**src/rtl/writeback_stage.sv**
```systemverilog
// Writeback stage: retires one instruction per cycle into the register file write port,
// stalling on loads until lsu_rvalid and formatting the returned byte/half/word.
module writeback_stage #(
    parameter int unsigned XLEN  = 32,
    parameter int unsigned CNT_W = 64
) (
    input  logic             clk,
    input  logic             rst_n,
    input  logic             mem_valid,
    output logic             mem_ready,
    input  logic             mem_rd_write,
    input  logic [4:0]       mem_rd_address,
    input  logic [XLEN-1:0]  mem_result,
    input  logic             mem_is_load,
    input  logic [2:0]       mem_funct3,
    input  logic [1:0]       mem_addr_low,
    input  logic             lsu_rvalid,
    input  logic [XLEN-1:0]  lsu_rdata,
    output logic [4:0]       rd_address,
    output logic [XLEN-1:0]  rd_data,
    output logic             fwd_valid,
    output logic [CNT_W-1:0] retire_count,
    output logic             err_funct3
);

    typedef enum logic {StIdle, StWaitLoad} state_e;

    state_e            state_q;
    logic [4:0]        rd_address_q;
    logic [XLEN-1:0]   rd_data_q;
    logic [CNT_W-1:0]  retire_count_q;
    logic              err_funct3_q;
    logic              pend_write_q;
    logic [4:0]        pend_address_q;
    logic [2:0]        pend_funct3_q;
    logic [1:0]        pend_low_q;

    logic [7:0]        load_byte;
    logic [15:0]       load_half;
    logic [XLEN-1:0]   load_data;
    logic              load_ok;

    // Format the load response using the fields captured at accept time.
    always_comb begin
        load_byte = 8'h00;
        unique case (pend_low_q)
            2'd0: load_byte = lsu_rdata[7:0];
            2'd1: load_byte = lsu_rdata[15:8];
            2'd2: load_byte = lsu_rdata[23:16];
            2'd3: load_byte = lsu_rdata[31:24];
            default: load_byte = 8'h00;
        endcase
        load_half = pend_low_q[1] ? lsu_rdata[31:16] : lsu_rdata[15:0];
        load_ok   = 1'b1;
        load_data = '0;
        case (pend_funct3_q)
            3'b000: load_data = {{(XLEN-8){load_byte[7]}}, load_byte};
            3'b001: load_data = {{(XLEN-16){load_half[15]}}, load_half};
            3'b010: load_data = lsu_rdata;
            3'b100: load_data = {{(XLEN-8){1'b0}}, load_byte};
            3'b101: load_data = {{(XLEN-16){1'b0}}, load_half};
            default: begin
                load_data = '0;
                load_ok   = 1'b0;
            end
        endcase
    end

    always_ff @(posedge clk or negedge rst_n) begin
        if (!rst_n) begin
            state_q        <= StIdle;
            rd_address_q   <= '0;
            rd_data_q      <= '0;
            retire_count_q <= '0;
            err_funct3_q   <= 1'b0;
            pend_write_q   <= 1'b0;
            pend_address_q <= '0;
            pend_funct3_q  <= '0;
            pend_low_q     <= '0;
        end else begin
            // No completion this cycle unless overridden below; rd_data holds.
            rd_address_q <= '0;
            unique case (state_q)
                StIdle: begin
                    if (mem_valid) begin
                        if (mem_is_load) begin
                            pend_write_q   <= mem_rd_write;
                            pend_address_q <= mem_rd_address;
                            pend_funct3_q  <= mem_funct3;
                            pend_low_q     <= mem_addr_low;
                            state_q        <= StWaitLoad;
                        end else begin
                            rd_address_q   <= mem_rd_write ? mem_rd_address : 5'd0;
                            rd_data_q      <= mem_result;
                            retire_count_q <= retire_count_q + CNT_W'(1);
                        end
                    end
                end
                StWaitLoad: begin
                    if (lsu_rvalid) begin
                        rd_address_q   <= pend_write_q ? pend_address_q : 5'd0;
                        rd_data_q      <= load_data;
                        retire_count_q <= retire_count_q + CNT_W'(1);
                        if (!load_ok) begin
                            err_funct3_q <= 1'b1;
                        end
                        state_q <= StIdle;
                    end
                end
                default: state_q <= StIdle;
            endcase
        end
    end

    assign mem_ready    = (state_q == StIdle);
    assign rd_address   = rd_address_q;
    assign rd_data      = rd_data_q;
    assign fwd_valid    = (rd_address_q != 5'd0);
    assign retire_count = retire_count_q;
    assign err_funct3   = err_funct3_q;

endmodule

```
**config.mk**
```make
export PLATFORM = sky130hd
export DESIGN_NAME = writeback_stage
export DESIGN_NICKNAME = d
export VERILOG_FILES = /design/src/rtl/writeback_stage.sv
export SDC_FILE = /design/constraint.sdc
export NUM_CORES = 1
export LEC_CHECK = 0
export ABC_AREA = 1
export BUFFER_PORTS_ARGS = -buffer_cell sky130_fd_sc_hd__buf_2
export CORE_MARGIN = 2
export CORE_UTILIZATION = 50
export DETAILED_ROUTE_END_ITERATION = 7
export GPL_ROUTABILITY_DRIVEN = 0
export GPL_TIMING_DRIVEN = 0
export PLACE_DENSITY = 0.82
export SYNTH_ARGS = -nofsm -noshare
export SYNTH_HDL_FRONTEND = slang
export SYNTH_SLANG_ARGS = --single-unit
```
**constraint.sdc**
```tcl
create_clock -name clk -period 1.7 [get_ports clk]
set_input_delay 0.085 -clock clk [delete_from_list [all_inputs] [get_ports clk]]
set_output_delay 0.085 -clock clk [all_outputs]
set_load 0.01 [all_outputs]
```
## Yosys cells after proc, flatten, opt, wreduce, memory -nomap -nowiden

Index checks and enable logic that the tools add are counted.

| storage, ports and cells | value |
|---|---|
| bits in registers | 114 |
| input bits | 80 |
| output and inout bits | 104 |
| logic and storage cells | 51 |

| operators by class | value |
|---|---|
| add/sub/neg operators | 1 |
| eq/ne operators | 10 |
| mux-type cells | 22 |
| bitwise logic cells | 2 |
| reductions and logical operators | 7 |

Operator list:

| operator | count |
|---|---|
| 64-bit two-way mux | 3 |
| 32-bit case mux with 5 select lines | 1 |
| 64-bit case mux with 2 select lines | 1 |
| 32-bit two-way mux | 3 |
| 64-bit by 1-bit adder with 64-bit output (second input constant) | 1 |
| 32-bit case mux with 2 select lines | 1 |
| 8-bit case mux with 4 select lines | 1 |
| 5-bit two-way mux | 5 |
| 16-bit two-way mux | 1 |
| 5-bit case mux with 2 select lines | 1 |
| 3-bit AND reduction | 3 |
| 3-bit == test (second input constant) | 2 |
| 2-bit inequality test (second input constant) | 3 |
| 5-bit nonzero test | 1 |
| 5-bit OR reduction | 1 |
| 2-bit == test (second input constant) | 2 |
| 1-bit two-way mux | 4 |
| 3-bit by 1-bit == test with 1-bit output (second input constant) | 1 |
| 3-bit by 2-bit == test with 1-bit output (second input constant) | 1 |
| 3-bit logical NOT | 1 |
| 2-bit by 1-bit == test with 1-bit output (second input constant) | 1 |
| 2-bit logical NOT | 1 |
| 1-bit inverter | 2 |
| 1-bit case mux with 2 select lines | 1 |

## Logic depth before layout (Yosys ltp)

| depth | value |
|---|---|
| depth in word-level cells | 5 |
| mapped depth | 11 |
| mapped depth without buffers | 11 |

## Least setup slack after synthesis

No wires, ideal clock.

| path | value |
|---|---|
| path kind | reg2reg |
| start point | register retire_count_q[0], in the netlist retire_count[0] |
| end point | register retire_count_q[58], in the netlist retire_count[58] |
| setup time | 0.117 ns |
| arrival | 1.488 ns |
| required time | 1.583 ns |
| setup slack | 0.096 ns |
| stages on the path, launching flop included | 11 |
| path buffers | 0 |
| period minus slack after synthesis | 1.604 ns |
| path through | dfrtp_1 ha_1 inv_1 nor2_1 nand2_1 nor2_2 nand2_1 o21ai_0 nand2_1 nand2_1 nand2_1 |

| between the ends | value |
|---|---|
| longest elaborated chain between the ends | 4 |

RTL lines:

| what | line | text |
|---|---|---|
| start: declaration | 31 | `logic [CNT_W-1:0] retire_count_q;` |
| start signal: assignment | 95 | `retire_count_q <= retire_count_q + CNT_W'(1);` |
| start signal: assignment | 103 | `retire_count_q <= retire_count_q + CNT_W'(1);` |
| 64-bit by 1-bit adder with 64-bit output (*) | 95, 103 |  |
| 64-bit two-way mux | 86 | `if (mem_is_load) begin` |
| 64-bit two-way mux | 85 | `if (mem_valid) begin` |
| 64-bit case mux with 2 select lines (*) | 83 | `unique case (state_q)` |

Mark *: on every way between the ends. The rest lies on a longest branch, timed or not. The select of a mux whose other input is x is not followed.
A chain may end at the register's enable or synchronous reset.

## Worst setup path in the final report

| path | value |
|---|---|
| start point | register pend_funct3_q[0] |
| end point | register rd_data_q[0], in the netlist rd_data[0] |

| between the ends | value |
|---|---|
| longest elaborated chain between the ends | 4 |

RTL lines:

| what | line | text |
|---|---|---|
| start: declaration | 35 | `logic [2:0] pend_funct3_q;` |
| start signal: assignment | 89 | `pend_funct3_q <= mem_funct3;` |
| 3-bit == test (tied with other cells) | 56 | `case (pend_funct3_q)` |
| 32-bit case mux with 5 select lines (*) | 56 |  |
| 32-bit two-way mux (*) | 100 | `if (lsu_rvalid) begin` |
| 32-bit case mux with 2 select lines (*) | 83 |  |
| end signal: assignment | 94 | `rd_data_q <= mem_result;` |
| end signal: assignment | 102 | `rd_data_q <= load_data;` |
| end: declaration | 30 | `logic [XLEN-1:0] rd_data_q;` |

Marks and branches as above.

==> metrics.yaml <==
wl_per_cell_um: 17.1
ys.flop_type: "dfrtp_1"
cts.sinks: 114
antenna_found_initial: 0
stdcell_count: 1485
skew_ns: 0.0119
pin_count: 184
whs_ns: 0.00712
violations: "setup timing"
drc_errors: 0
top_layer_used: "met4"
status: "complete, but fails checks"
setup_viol: 3
io_buffer_count: 183
syn_area_per_cell_um2: 6.83
hold_path.class: "input port to flop"
synth_top_cell_by_area: "dfrtp_1"
drt-total-wl_um: 25400
ys_types: 34
rsz0062_at_grt: "yes"
cp_max_fo: 10
antenna_cells: 0
vdd_ir_drop_max_uv: 804
fmax_ghz: 0.577
clkTransAtPathRegs_ns: 0.06
core-area_um2: 13800
dp_cells: 1385
ys_seq_area_frac: 0.409
wl_met2_um: 12100
p_leak_nw: 4.65
syn_inst: 1021
row_count: 43
period_minus_slack_ns: 1.73
yosysWarnings: 0
synthesis.area_um2: 6980
ctsHtreeMaxLevel: 4
maxCapViolations: 0
die-area_um2: 14900
nNetsFinal: 1373
grt_start_max_net_pins: 61
vias: 8399
reg2reg_depth: 6
drt-vias-per-instance: 5.66
whs_path_depth: 3
cts_buffers: 17
synth_edf_count: 0
post_route_cells_drive_above_1_share: 0.282
grt_pass1_wl_um: 38300
slew_viol_final: 0
syn_to_final_growth_pct: 39.8
max_slew.worst_pin.slew_ns: 0.534
cts_tree: "done"
grt_pass1_vias: 8030
worst_slew_margin_rel: 0.644
syn_nets: 1102
antenna_left: 0
dp_hpwl_um: 16900
p_per_area_nw_per_um2: 1020
clk_path_buf_depth: 2
track_usage: 0.331
crit_required_ns: 2.04
timing.final.crit_share: 1.02
cts_root_buffer: "clkbuf_16"
drt_iter0_drc: 670
die_height_um: 122
crit_path_end_kind: "flop"
wl_met3_um: 2510
ys_ff_latch: 114
synth_top_cell_area_share: 0.409
worst_slack_ns: -0.0328
synthTopCellsByArea: "dfrtp_1 41%, nand2_1 19%, nor2_1 8.7%"
die_w_um: 122
start_util: 0.507
crit_arrival_ns: 2.07
nFillCells: 1093
critPathKind: "flop to flop"
synth-async-reset-ratio: 1.00
worstSetupStartpointType: "flop"
drtPass1Iterations: 5
hold_viol_final: 0
wl_met1_um: 9100
overflow: 0
clock_latency_ns: 0.43
## worst max-delay path, cell delays in order, from the launching register on
cell	delay [ns]
dfrtp_1	0.45
buf_2	0.24
o21ai_2	0.26
nand2_1	0.10
inv_1	0.23
o211ai_1	0.16
a21oi_1	0.22
## area by class of cell
type                            count  area, µm²  share of cell area
Buffer                             28        165              0.0169
Clock buffer                       23        478              0.0490
Clock inverter                      9        129              0.0132
Inverter                           83        314              0.0322
Multi-Input combinational cell    796       4000               0.410
Sequential cell                   114       2870               0.294
Tap cell                          180        225              0.0231
Timing Repair Buffer              252       1580               0.162
## stage by stage
step           utilization  power [mW]  TNS [ns]  setup WS (ns)  instance area (µm²)
4_1_cts              0.676        9.63  -0.00705       -0.00705                 9310
3_5_place_dp         0.592        5.82     -4.60         -0.207                 8150
6_report             0.708        9.96   -0.0685        -0.0328                 9750
5_1_grt              0.708        10.4    -0.956        -0.0623                 9750
3_3_place_gp         0.589        5.76    -96.47         -0.827                 8120
2_1_floorplan            -        4.84         0         0.0955                 6980
## report_power, final
| part | switching [mW] | internal, mW |
|---|---|---|
| Clock | 1.30 | 2.41 |
| Combinational | 1.62 | 1.01 |
| Sequential | 0.468 | 3.15 |
## cell usage after synthesis (9+ instances only)
cell	instances
xnor2_1	16
nand4_1	18
nor2_1	161
nor2_4	11
a21oi_1	69
nor2_2	9
dfrtp_1	114
o21ai_0	30
inv_1	81
nand2_1	352
clkbuf_1	11
buf_2	11
xor2_1	18
nand3_1	68
## metal layers
metal  vias up  GRT usage
met5         -          0
met4         0      0.218
met3       144     0.0801
met2       590      0.559
met1      3860      0.370
li1       3805          -
## logic make-up after synthesis
kind of cell             share of synthesized area
AND/OR/NAND/NOR                              0.396
AO/OA/AOI/OAI                               0.0861
flip-flops                                   0.409
buffers and inverters                       0.0633
XOR/XNOR                                    0.0427
multiplexers                               0.00161
adder cells (fa/ha/maj)                    0.00179
## timing repair
item / CTS / global route
pin swaps: 5 / 20
hold buffers: 46 / 0
gates resized for setup: 21 / 106
endpoints found under the setup margin: 64 / 71
endpoints found under the hold margin: 100 / 0
setup buffers: 3 / 20
## worst paths after layout
path / startpoint / slack [ns] / end
min in group asynchronous: rst_n / 0.19 / retire_count[16]$_DFFE_PN0P_
hold reg to reg: pend_address_q[4]$_DFFE_PN0P_ / 0.49 / pend_address_q[4]$_DFFE_PN0P_
max in group asynchronous: rst_n / 0.80 / retire_count[0]$_DFFE_PN0P_
hold / removal: lsu_rdata[3] / 0.007 / rd_data[3]$_DFFE_PN0P_
setup reg to reg: pend_funct3_q[0]$_DFFE_PN0P_ / -0.03 / rd_data[0]$_DFFE_PN0P_
setup / recovery: pend_funct3_q[0]$_DFFE_PN0P_ / -0.03 / rd_data[0]$_DFFE_PN0P_
## state kept, by name, summed over array words and instances, names as in the netlist
name,count
rd_data,32
state_q,1
pend_write_q,1
pend_address_q,5
pend_low_q,2
err_funct3,1
pend_funct3_q,3
rd_address,5
retire_count,64
## placed cells by master, fill, tap and decap left out, types with 2 or more instances in the layout
master,count
clkinvlp_4,2
dfrtp_2,11
buf_4,27
nand2_1,334
clkbuf_16,17
nor2_1,128
inv_2,2
nand2_2,22
a21oi_2,3
nand3b_1,3
bufinv_16,3
xnor2_1,16
buf_6,4
dfrtp_1,103
buf_2,188
nand4_4,2
inv_1,80
nor3_4,2
nor3_2,2
clkbuf_2,6
clkinv_2,3
nand3_2,2
o21ai_1,5
buf_1,2
o211ai_1,8
o21ai_2,3
nor2_4,25
nand3_1,67
dlygate4sd3_1,46
nand3_4,2
o21ai_0,27
nor2_2,28
clkbuf_1,8
nand4_1,18
nand2_4,3
a21oi_1,66
clkbuf_8,3
nor3_1,3
xor2_1,18
Note: power is estimated with default switching activity, not from simulation.
